==> config.mk <==
export PLATFORM = sky130hd
export DESIGN_NAME = uart_mmio_ctrl
export DESIGN_NICKNAME = d
export VERILOG_FILES = /design/src/rtl/mmio_pkg.sv /design/src/rtl/mmio_rx_fifo.sv /design/src/rtl/uart_mmio_ctrl.sv
export SDC_FILE = /design/constraint.sdc
export NUM_CORES = 1
export LEC_CHECK = 0
export ABC_AREA = 1
export CORE_ASPECT_RATIO = 0.6
export CORE_MARGIN = 1
export CORE_UTILIZATION = 52
export CTS_BUF_LIST = sky130_fd_sc_hd__clkbuf_4
export DETAILED_ROUTE_END_ITERATION = 7
export PLACE_DENSITY_LB_ADDON = 0.3
export SLEW_MARGIN = 5
export SYNTH_ARGS = -nofsm -noshare
export SYNTH_HDL_FRONTEND = slang
export SYNTH_HIERARCHICAL = 1
export SYNTH_SLANG_ARGS = --single-unit
==> constraint.sdc <==
create_clock -name clk -period 1.57 [get_ports clk]
set_input_delay 0.314 -clock clk [delete_from_list [all_inputs] [get_ports clk]]
set_output_delay 0.314 -clock clk [all_outputs]
set_load 0.03 [all_outputs]
==> src/rtl/mmio_pkg.sv <==
// Shared definitions for the MMIO/UART controller: register offsets,
// status bit positions and the TX holding-register state type.
package mmio_pkg;

  localparam logic [7:0] OFF_STATUS  = 8'h00;
  localparam logic [7:0] OFF_RXDATA  = 8'h04;
  localparam logic [7:0] OFF_TXDATA  = 8'h08;
  localparam logic [7:0] OFF_CYCLE   = 8'h10;
  localparam logic [7:0] OFF_INSTRET = 8'h14;
  localparam logic [7:0] OFF_CNTRST  = 8'h18;

  localparam int STAT_TX_EMPTY_BIT    = 0;
  localparam int STAT_RX_NONEMPTY_BIT = 1;

  typedef enum logic {
    TX_EMPTY = 1'b0,
    TX_FULL  = 1'b1
  } tx_state_e;

endpackage

==> src/rtl/mmio_rx_fifo.sv <==
// Small circular byte FIFO buffering UART receive data until software pops it.
// Push is ignored when full and pop is ignored when empty.
module mmio_rx_fifo #(
  parameter int DEPTH = 4,
  parameter int WIDTH = 8
) (
  input  logic             clk,
  input  logic             rst,
  input  logic             push,
  input  logic [WIDTH-1:0] wdata,
  input  logic             pop,
  output logic             full,
  output logic             empty,
  output logic [WIDTH-1:0] head
);

  localparam int PTR_W = $clog2(DEPTH);

  logic [WIDTH-1:0] mem_q [DEPTH];
  logic [PTR_W-1:0] wr_ptr_q, wr_ptr_d;
  logic [PTR_W-1:0] rd_ptr_q, rd_ptr_d;
  logic [PTR_W:0]   count_q,  count_d;
  logic             push_ok, pop_ok;

  assign full    = (count_q == (PTR_W+1)'(DEPTH));
  assign empty   = (count_q == '0);
  assign head    = mem_q[rd_ptr_q];
  assign push_ok = push && !full;
  assign pop_ok  = pop && !empty;

  // Pointers wrap naturally because DEPTH is a power of two.
  always_comb begin
    wr_ptr_d = wr_ptr_q;
    rd_ptr_d = rd_ptr_q;
    count_d  = count_q;
    if (push_ok) wr_ptr_d = wr_ptr_q + 1'b1;
    if (pop_ok)  rd_ptr_d = rd_ptr_q + 1'b1;
    case ({push_ok, pop_ok})
      2'b10:   count_d = count_q + 1'b1;
      2'b01:   count_d = count_q - 1'b1;
      default: count_d = count_q;
    endcase
  end

  always_ff @(posedge clk or negedge rst) begin
    if (!rst) begin
      wr_ptr_q <= '0;
      rd_ptr_q <= '0;
      count_q  <= '0;
    end else begin
      wr_ptr_q <= wr_ptr_d;
      rd_ptr_q <= rd_ptr_d;
      count_q  <= count_d;
    end
  end

  always_ff @(posedge clk) begin
    if (push_ok) mem_q[wr_ptr_q] <= wdata;
  end

endmodule

==> src/rtl/uart_mmio_ctrl.sv <==
// MMIO page controller: decodes core loads/stores into UART RX FIFO pops,
// TX holding-register writes, status reads and cycle/instret counters.
module uart_mmio_ctrl
  import mmio_pkg::*;
#(
  parameter int RX_FIFO_DEPTH = 4
) (
  input  logic        clk,
  input  logic        rst,
  input  logic        req_valid,
  input  logic        req_we,
  input  logic [7:0]  req_addr,
  input  logic [31:0] req_wdata,
  input  logic [3:0]  req_wbe,
  output logic [31:0] rdata,
  input  logic        inst_retire,
  input  logic [7:0]  rx_data,
  input  logic        rx_valid,
  output logic        rx_ready,
  output logic [7:0]  tx_data,
  output logic        tx_valid,
  input  logic        tx_ready
);

  tx_state_e   tx_state_q, tx_state_d;
  logic [7:0]  tx_byte_q,  tx_byte_d;
  logic [31:0] rdata_q,    rdata_d;
  logic [31:0] cycle_q,    cycle_d;
  logic [31:0] instret_q,  instret_d;

  logic        ld, st, tx_wr, cnt_clr, rx_pop;
  logic        fifo_full, fifo_empty;
  logic [7:0]  fifo_head;
  logic [31:0] rd_val;
  logic        unused_bits;

  assign ld      = req_valid && !req_we;
  assign st      = req_valid &&  req_we;
  assign tx_wr   = st && (req_addr == OFF_TXDATA) && req_wbe[0];
  assign cnt_clr = st && (req_addr == OFF_CNTRST);
  assign rx_pop  = ld && (req_addr == OFF_RXDATA);

  assign unused_bits = ^{req_wdata[31:8], req_wbe[3:1]};

  mmio_rx_fifo #(
    .DEPTH (RX_FIFO_DEPTH),
    .WIDTH (8)
  ) u_rx_fifo (
    .clk   (clk),
    .rst   (rst),
    .push  (rx_valid),
    .wdata (rx_data),
    .pop   (rx_pop),
    .full  (fifo_full),
    .empty (fifo_empty),
    .head  (fifo_head)
  );

  assign rx_ready = !fifo_full;
  assign tx_valid = (tx_state_q == TX_FULL);
  assign tx_data  = tx_byte_q;
  assign rdata    = rdata_q;

  // A store landing in the same cycle as the transmit handshake is dropped:
  // software saw the register as full when it issued the store.
  always_comb begin
    tx_state_d = tx_state_q;
    tx_byte_d  = tx_byte_q;
    case (tx_state_q)
      TX_EMPTY: begin
        if (tx_wr) begin
          tx_state_d = TX_FULL;
          tx_byte_d  = req_wdata[7:0];
        end
      end
      TX_FULL: begin
        if (tx_ready) tx_state_d = TX_EMPTY;
      end
      default: tx_state_d = TX_EMPTY;
    endcase
  end

  always_comb begin
    rd_val = '0;
    case (req_addr)
      OFF_STATUS: begin
        rd_val[STAT_TX_EMPTY_BIT]    = (tx_state_q == TX_EMPTY);
        rd_val[STAT_RX_NONEMPTY_BIT] = !fifo_empty;
      end
      OFF_RXDATA:  rd_val = fifo_empty ? 32'd0 : {24'd0, fifo_head};
      OFF_CYCLE:   rd_val = cycle_q;
      OFF_INSTRET: rd_val = instret_q;
      default:     rd_val = '0;
    endcase
    rdata_d = ld ? rd_val : rdata_q;
  end

  always_comb begin
    cycle_d   = cycle_q + 32'd1;
    instret_d = inst_retire ? instret_q + 32'd1 : instret_q;
    if (cnt_clr) begin
      cycle_d   = '0;
      instret_d = '0;
    end
  end

  always_ff @(posedge clk or negedge rst) begin
    if (!rst) begin
      tx_state_q <= TX_EMPTY;
      tx_byte_q  <= '0;
      rdata_q    <= '0;
      cycle_q    <= '0;
      instret_q  <= '0;
    end else begin
      tx_state_q <= tx_state_d;
      tx_byte_q  <= tx_byte_d;
      rdata_q    <= rdata_d;
      cycle_q    <= cycle_d;
      instret_q  <= instret_d;
    end
  end

endmodule
======== Word-level counts from Yosys, hierarchy flattened ========
Memory sizes are Yosys's and may differ from the RTL's.
Index checks and enable logic that the tools add are counted.
cells by class
  muxes and demuxes ....................... 12
  shift operators ......................... 0
  equal/unequal tests ..................... 8
  $lt $le $gt $ge ......................... 0
  bitwise gates (word level) .............. 1
  $add $sub $neg .......................... 6
  multipliers ............................. 0
  divide/modulo/power cells ............... 0
  reduce and logical (&&, ||, !) cells .... 16
operator list
  operator                                          number
  2-to-1 mux 32 bit                                 3
  case mux 30 bit (3 select lines)                  1
  adder 32 x 1 -> 32 bit, second input constant     2
  == test 8 x 5 -> 1 bit, second input constant     3
  == test 8 x 3 -> 1 bit, second input constant     1
  == test 8 x 4 -> 1 bit, second input constant     1
  logical AND 1 bit                                 8
  zero test 8 bit                                   1
  2-to-1 mux 8 bit                                  1
  case mux 2 bit (4 select lines)                   1
  case mux 3 bit (2 select lines)                   1
  adder 2 x 1 -> 2 bit, second input constant       2
  2-to-1 mux 1 bit                                  4
  nonzero test 2 bit                                2
  adder 3 x 1 -> 3 bit, second input constant       1
  == test 3 bit, second input constant              1
  zero test 1 bit                                   3
  zero test 3 bit                                   1
  subtractor 3 x 1 -> 3 bit, second input constant  1
  == test 2 x 1 -> 1 bit, second input constant     1
  == test 2 bit, second input constant              1
  case mux 1 bit (2 select lines)                   1
  AND reduction 2 bit                               1
  NOT 1 bit                                         1
word-level totals
  memory bits (read-only) ................. 0
  memories ................................ 1
  bits in latches ......................... 0
  logic and storage cells ................. 52
  output and inout bits ................... 42
  register bits ........................... 112
  RAM bits ................................ 32
memories
  name             depth  width  rd ports  clocked after Yosys merged registers in  wr ports  RTL line            RTL
  u_rx_fifo.mem_q  4      8      1         0                                        1         mmio_rx_fifo.sv:19  logic [WIDTH-1:0] mem_q [DEPTH];

======== Longest topological paths before layout ========
Gate-level depths: netlist of run 1.
  depth after elaboration ................. 6
  depth in mapped cells ................... 14
  depth with buffers taken out ............ 14

======== Hierarchy ========
Netlist of run 1, hierarchy kept.
modules (own cells, without submodules)
  module          area an instance (µm²)  instances  sequential area each (µm²)  cells each
  uart_mmio_ctrl  6075.8                  1          2627.5                      858
  mmio_rx_fifo    1741.7                  1          1136.1                      154

======== Worst setup path before layout of run 1 ========
OpenSTA, ideal clock, no wires.
  path type ............................... in2reg
  start point ............................. input req_valid
  end point ............................... register u_rx_fifo.count_q[2]
  slack ................................... -497 ps
  stages on the path ...................... 13
  data arrival time ....................... 1950 ps
  setup time .............................. 117 ps
  cells stage by stage .................... inv_1 nor2_1 inv_1 nor3_1 nand2_1 inv_1 ha_1 inv_1 fa_1 nand2_1 nand3_1 nand2_1 nand2_1
between the ends
  cells in the longest elaborated chain, start to end .. 5
  elaborated cells between the ends (all ways) .. 7
  classes of those cells .................. 2 x eq/ne; 1 x mux; 4 x reduce/logical
RTL lines
  element                                                                       RTL line              RTL
  from (decl)                                                                   uart_mmio_ctrl.sv:10  input logic req_valid,
  logical AND 1 bit *                                                           uart_mmio_ctrl.sv:37  assign ld = req_valid && !req_we;
  logical AND 1 bit *                                                           uart_mmio_ctrl.sv:41  assign rx_pop = ld && (req_addr == OFF_RXDATA);
  net rx_pop                                                                    uart_mmio_ctrl.sv:31  logic ld, st, tx_wr, cnt_clr, rx_pop;
  logical AND 1 bit *                                                           mmio_rx_fifo.sv:29    assign pop_ok = pop && !empty;
  net u_rx_fifo.pop_ok                                                          mmio_rx_fifo.sv:23    logic push_ok, pop_ok;
  == test 2 x 1 -> 1 bit / == test 2 bit (equally long branches)                mmio_rx_fifo.sv:38    case ({push_ok, pop_ok})
  case mux 3 bit (2 select lines) / nonzero test 2 bit (equally long branches)  -
  to (signal assigned)                                                          mmio_rx_fifo.sv:53    count_q <= count_d;
  to (decl)                                                                     mmio_rx_fifo.sv:22    logic [PTR_W:0] count_q, count_d;
Mark *: on every way through the listed nets, which the timed path passes. The rest lies on a longest branch.
A chain may end at the register's enable or synchronous reset.

======== Worst setup path after layout of run 1 ========
  start point ............................. register u_rx_fifo.count_q[1]
  end point ............................... output rx_ready
between the ends
  cells in the longest elaborated chain, start to end .. 2
RTL lines
  element          RTL line              RTL
  == test 3 bit    mmio_rx_fifo.sv:25    assign full = (count_q == (PTR_W+1)'(DEPTH));
  net fifo_full    uart_mmio_ctrl.sv:32  logic fifo_full, fifo_empty;
  zero test 1 bit  uart_mmio_ctrl.sv:59  assign rx_ready = !fifo_full;
  to (decl)        uart_mmio_ctrl.sv:19  output logic rx_ready,
The timed path passes the listed nets, and every way through them passes these cells.

==> results of run 1 <==
-- worst max-delay path, stage by stage, from the launching register on --
cell and delay (ns):
dfrtp_1 0.42, inv_2 0.10, nand3_4 0.10, inv_2 0.07, inv_2 0.03, buf_6 0.12
-- stage by stage --
step | instances | hold slack, ns
global route | 1358 | 0.2095
detailed placement | 1316 | 0.2499
finish | 1358 | 0.2069
CTS | 1354 | 0.2047
global placement | 1316 | 0.2522
floorplan | 1012 | 0.01841
-- area by class of cell --
| cell class | instances | area share |
|---|---|---|
| sequential | 144 | 0.3977 |
| timing repair buffer | 140 | 0.1171 |
| multi-input combinational | 706 | 0.3717 |
| clock inverter | 15 | 0.01949 |
| inverter | 138 | 0.05452 |
| tap | 198 | 0.02608 |
| clock buffer | 17 | 0.01343 |
-- kinds of logic after synthesis --
logic type / count (synthesis)
fa+ha+maj: 8
buf+inv: 162
xor+xnor: 6
simple gates: 600
compound gates: 92
flops: 144
-- sequential cells by signal (all words and copies together), names as in the netlist --
name,count
rdata,32
u_rx_fifo/mem_q,32
cycle_q,32
u_rx_fifo/wr_ptr_q,2
u_rx_fifo/rd_ptr_q,2
tx_valid,1
tx_data,8
instret_q,32
u_rx_fifo/count_q,3
-- cells in the mapped netlist (4+ instances only) --
cell / count
o21ai_1: 15
xor2_1: 4
o22ai_1: 14
nor3_1: 18
inv_1: 127
edfxtp_1: 32
dfrtp_1: 112
o211ai_1: 16
nand2_2: 8
buf_2: 4
buf_4: 4
nor2_2: 12
inv_2: 10
ha_1: 7
nor2_4: 11
clkbuf_1: 6
nand3_1: 71
nand3_2: 9
a21oi_1: 25
nand2_1: 313
nand4_1: 12
nor2_1: 134
buf_6: 6
o21ai_0: 19
-- layout by cell type (no fill, tap or decap), types with 20 or more instances in the layout --
cell | Yosys | routed
clkdlybuf4s50_1 | 0 | 20
inv_1 | 127 | 113
nand3_1 | 71 | 65
inv_2 | 10 | 24
buf_4 | 4 | 60
buf_2 | 4 | 41
dfrtp_1 | 112 | 100
a21oi_1 | 25 | 25
nand2_1 | 313 | 307
edfxtp_1 | 32 | 32
nor2_1 | 134 | 127
-- power breakdown --
group | switching [mW] | leakage (nW) | internal (mW)
Combinational | 1.49 | 3.00 | 0.965
Clock | 1.46 | 0.165 | 1.12
Sequential | 0.494 | 1.68 | 4.35
Total | 3.45 | 4.85 | 6.44
-- path summary, 6_finish.rpt --
check	startpoint	end	slack [ns]	depth (start not counted)
worst max-delay path	u_rx_fifo/count_q[1]	rx_ready	-0.12	5
min in group clk	req_wdata[4]	tx_data[4]	0.29	3
max in group asynchronous	rst	cycle_q[8]	0.76	3
worst max register to register	u_rx_fifo/count_q[1]	u_rx_fifo/count_q[2]	-0.11	12
worst min-delay path	rst	u_rx_fifo/wr_ptr_q[0]	0.21	2
worst min register to register	rdata[29]	rdata[29]	0.49	2
-- metal layers --
metal,wire length (um),vias up,part of all wire,global-route usage
li1,-,3488,-,-
met2,8261,339,0.40,0.3793
met3,2408,26,0.12,0.08491
met4,230,0,0.011,0.05495
met5,0,-,0,0
met1,9713,3302,0.47,0.4334
-- repair_timing --
item                                    4_1_cts  5_1_grt
hold buffers                                  1        0
endpoints found under the setup margin       44       62
hold endpoints to repair                     40        0
pin swaps                                     8       13
resized for setup                           178      104
buffers inserted                              5        4
==> run_results.csv, run 1 <==
group,metric,value,unit
logic_synthesis,synth_mux_area_frac,0,
grt,track_usage,0.2792,
die,io_pins,101,
sta,slew-limit-headroom,0.7444,
logic_synthesis,synth_top_area_frac,0.3585,
detailed_routing,routed-via-count,7155,
logic_synthesis,synth_cell_types,43,
sta,fin_crit,1.691,ns
logic_synthesis,synth_area_leader_cell,"dfrtp_1",
sta,fmaxAchievable,0.5913,GHz
sta,finalWorstSetupSlack,-0.1213,ns
sta,setup_tns,-0.3328,ns
place,port_buffers,73,
die,die-height,96.98,um
grt,grt_pass1_wl,33550,um
sta,slew_violations,0,
logic_synthesis,yosys.area_share.simple,0.3415,
sta,fin_skew,0.02217,ns
grt,first_global_vias,6601,
status,outcome,"finished, violations left",
die,die-width,160.3,um
logic_synthesis,yosys.area_share.xor_xnor,0.006722,
logic_synthesis,ys_seq_elements,144,
detailed_routing,ant_nets,0,
logic_synthesis,ys_warn_count,6,
detailed_routing,drt_iter0_drc,713,
logic_synthesis,syn_area,7817,um2
worst_setup_path,critPathRequiredTime,1.26,ns
sta,finalSetupViolCount,3,
sta,fin_crit_sh,1.077,
power_and_ir_drop,power,9.889,mW
grt,grt_max_degree,49,
place,gp_congestion,0.9528,
finish,fin_util,0.6511,
worst_setup_path,critPathLaunchType,"register",
clock_network,h-tree-depth,4,
logic_synthesis,yosys-top-cells-area,"dfrtp_1 36%, nand2_1 15%, edfxtp_1 12%",
finish,nNetsFinal,1214,
logic_synthesis,synth_ff_type,"dfrtp_1",
finish,antenna_cells,0,
finish,multi_input_area,3531,um2
worst_setup_path,critPathKind,"register to output pin",
logic_synthesis,synth_top_family_by_area,"simple AND/OR/NAND/NOR gates",
hold_path,hold_class,"input pin to async pin",
sta,tightest_slew,0.3828,ns
worst_setup_path,arrival,1.38,ns
detailed_routing,drt-vias-per-instance,5.269,
clock_network,root_buffer,"clkbuf_4",
logic_synthesis,synth-async-reset-ratio,0.7778,
detailed_routing,drt-pass1-iter-count,8,
power_and_ir_drop,p_per_area,1041,nW/um2
place,dp_hpwl,15250,um
clock_network,cts_made_buffers,17,
finish,nFillCells,1243,
status,violations,"setup timing",
grt,grt.overflow.total,0,
sta,rsz0062_at_grt,"yes",
place,post_dp_cell_area,9149,um2
logic_synthesis,synth_cells,1012,
die,coreArea,14590,um2
logic_synthesis,yosysSeqAreaShare,0.4814,
finish,area_growth,21.53,%
clock_network,cts_buffer_depth,2,
clock_network,clkSinkCount,144,
logic_synthesis,synthAdderAreaFrac,0.01376,
detailed_routing,drc_errors,0,
power_and_ir_drop,leakage,4.853,nW
die,initial_core_util,0.5358,
die,floorplan.rows,34,
place,post-place-ws,-0.8619,ns
finish,regArea,3779,um2
detailed_routing,wl_per_cell,15.18,um
detailed_routing,wirelength,20610,um
clock_network,cts_tree,"yes",
finish,drive_above_1_share,0.2155,
run,drv_cap,0,
sta,hold_viol,0,
clock_network,clock_latency,0.54,ns
power_and_ir_drop,ir_drop,572.4,uV
logic_synthesis,synth_compound_area_frac,0.06754,
logic_synthesis,syn_area_per_cell,7.725,um2
worst_setup_path,crit_path_end_kind,"output pin",
grt,antenna_found_initial,0,
logic_synthesis,synth_edf_count,32,
logic_synthesis,syn_nets,1079,
finish,final_area,9500,um2
die,dieArea,15540,um2
clock_network,path_clk_slew,0.13,ns
worst_setup_path,cp_max_fo,4,
Power figures use the tool's default switching activity.
==> run 2, diff against run 1 <==
--- a/config.mk
+++ b/config.mk
@@ -9,7 +9,7 @@
 export CORE_ASPECT_RATIO = 0.6
 export CORE_MARGIN = 1
 export CORE_UTILIZATION = 52
-export CTS_BUF_LIST = sky130_fd_sc_hd__clkbuf_4
+export CTS_BUF_LIST = sky130_fd_sc_hd__clkbuf_8
 export DETAILED_ROUTE_END_ITERATION = 7
 export PLACE_DENSITY_LB_ADDON = 0.3
 export SLEW_MARGIN = 5
==> constraint.sdc (replaced) <==
create_clock -name clk -period 1.57 [get_ports clk]
set_input_delay 0.314 -clock clk [delete_from_list [all_inputs] [get_ports clk]]
set_output_delay 0.314 -clock clk [all_outputs]
set_load 0.05 [all_outputs]
==> run 2 against run 1 <==
Net effect:
- the run still ends with setup timing left
- fmax down 0.29%
- setup slack worse by 0.0050 ns
- clock power rose by 28%
- largest cell class unchanged
==> run_results.csv, run 2 (synthesis results as in run 1) <==
group,metric,value,unit
clock_network,cts_made_buffers,17,
sta,rsz0062_at_grt,"yes",
finish,regArea,3769,um2
sta,hold_viol,0,
clock_network,clkSinkCount,144,
grt,track_usage,0.2993,
sta,finalSetupViolCount,3,
clock_network,clock_latency,0.46,ns
status,outcome,"finished, violations left",
finish,post_layout_nonfiller_instances,1361,
finish,layout_commonest_cell,"nand2_1",
worst_setup_path,critPathLaunchType,"register",
run,drv_cap,0,
sta,slew_violations,0,
die,die-height,96.98,um
detailed_routing,wirelength,22330,um
grt,antenna_found_initial,0,
sta,finalWorstSetupSlack,-0.1262,ns
die,floorplan.rows,34,
finish,nNetsFinal,1217,
finish,multi_input_area,3515,um2
worst_setup_path,ff2ff_setup_slack,-0.10,ns
clock_network,h-tree-depth,4,
grt,grt.overflow.total,0,
detailed_routing,ant_nets,0,
hold_path,hold_class,"input pin to async pin",
sta,fin_crit_sh,1.080,
finish,layout_common_cells,"305 x nand2_1, 129 x nor2_1, 115 x inv_1",
power_and_ir_drop,ir_drop,702.1,uV
finish,antenna_cells,0,
power_and_ir_drop,p_per_area,1052,nW/um2
clock_network,root_buffer,"clkbuf_8",
die,io_pins,101,
worst_setup_path,critPathKind,"register to output pin",
clock_network,cts_tree,"yes",
sta,slew-limit-headroom,0.7208,
die,initial_core_util,0.5358,
worst_setup_path,reg2regPathDepth,11,
clock_network,cts_buffer_depth,2,
power_and_ir_drop,power,10.71,mW
worst_setup_path,crit_path_end_kind,"output pin",
detailed_routing,drt-vias-per-instance,5.421,
detailed_routing,routed-via-count,7378,
grt,first_global_vias,6881,
finish,nFillCells,1158,
place,dp_cells,1318,
place,dp_hpwl,16260,um
die,die-width,160.3,um
detailed_routing,drt-pass1-iter-count,5,
worst_setup_path,critPathRequiredTime,1.26,ns
grt,grt_pass1_wl,35580,um
worst_setup_path,cp_max_fo,3,
finish,area_growth,30.20,%
grt,grt_max_degree,33,
clock_network,path_clk_slew,0.09,ns
power_and_ir_drop,leakage,5.012,nW
finish,drive_above_1_share,0.2098,
finish,final_area,10180,um2
place,port_buffers,73,
worst_setup_path,arrival,1.38,ns
detailed_routing,wl_per_cell,16.41,um
place,post_dp_cell_area,9509,um2
detailed_routing,drc_errors,0,
sta,tightest_slew,0.4188,ns
place,gp_congestion,0.9797,
sta,fin_skew,0.01129,ns
sta,fin_crit,1.696,ns
sta,fmaxAchievable,0.5895,GHz
die,dieArea,15540,um2
status,violations,"setup timing",
die,coreArea,14590,um2
detailed_routing,drt_iter0_drc,834,
[run 2: area by class of cell]
class / instances / share of cell area
multi-input combinational: 706 / 0.3453
clock buffer: 17 / 0.02299
clock inverter: 15 / 0.02041
timing repair buffer: 143 / 0.1656
inverter: 138 / 0.05114
tap: 198 / 0.02434
sequential: 144 / 0.3703
[run 2: stage by stage]
stage	setup TNS, ns	hold WS, ns	util	worst slack, ns
6_report	-0.2766	0.3190	0.6976	-0.1262
5_1_grt	-0.4894	0.3484	0.6976	-0.1926
4_1_cts	-0.2733	0.3337	0.6888	-0.1265
3_5_place_dp	-34.92	0.2726	0.6517	-0.8928
3_3_place_gp	-31.13	0.2702	0.6517	-0.8291
2_1_floorplan	-0.5196	0.01841	-	-0.2601
[run 2: layer usage]
layer | up-vias | part of all wire | track usage
li1 | 3485 | - | -
met1 | 3468 | 0.44 | 0.4546
met2 | 391 | 0.43 | 0.4258
met3 | 34 | 0.12 | 0.06947
met4 | 0 | 0.013 | 0.07912
met5 | - | 0 | 0
[run 2: repair_timing]
action / CTS / global route
pin swaps: 10 / 13
endpoints found under the setup margin: 5 / 32
gates resized for setup: 32 / 35
endpoints found under the hold margin: 22 / 0
hold buffers: 1 / 0
cloned: 0 / 0
buffers inserted: 6 / 4
[run 2: power by group]
group	switching (mW)	internal [mW]
registers	0.499	4.34
clock network	1.56	1.75
logic	1.56	0.998
total	3.62	7.09
[run 2: critical path, cell delays in order (launching register included)]
cell,delay [ns]
dfrtp_1,0.42
buf_6,0.13
nand3_4,0.08
buf_6,0.10
inv_2,0.03
inv_2,0.05
buf_12,0.13
[run 2: path summary, 6_finish.rpt]
check / from / to
worst max-delay path: u_rx_fifo/count_q[2] / rx_ready
worst min-delay path: rst / u_rx_fifo/wr_ptr_q[0]
worst max register to register: u_rx_fifo/count_q[2] / u_rx_fifo/count_q[2]
worst min register to register: rdata[21] / rdata[21]
max in group asynchronous: rst / cycle_q[0]
min in group clk: req_wdata[7] / tx_data[7]
==> run 3, diff against run 2 <==
--- a/config.mk
+++ b/config.mk
@@ -12,7 +12,6 @@
 export CTS_BUF_LIST = sky130_fd_sc_hd__clkbuf_8
 export DETAILED_ROUTE_END_ITERATION = 7
 export PLACE_DENSITY_LB_ADDON = 0.3
-export SLEW_MARGIN = 5
 export SYNTH_ARGS = -nofsm -noshare
 export SYNTH_HDL_FRONTEND = slang
 export SYNTH_HIERARCHICAL = 1
==> results of run 3 <==
Same layout as run 2: the final DEF is identical, and so are final timing and power.
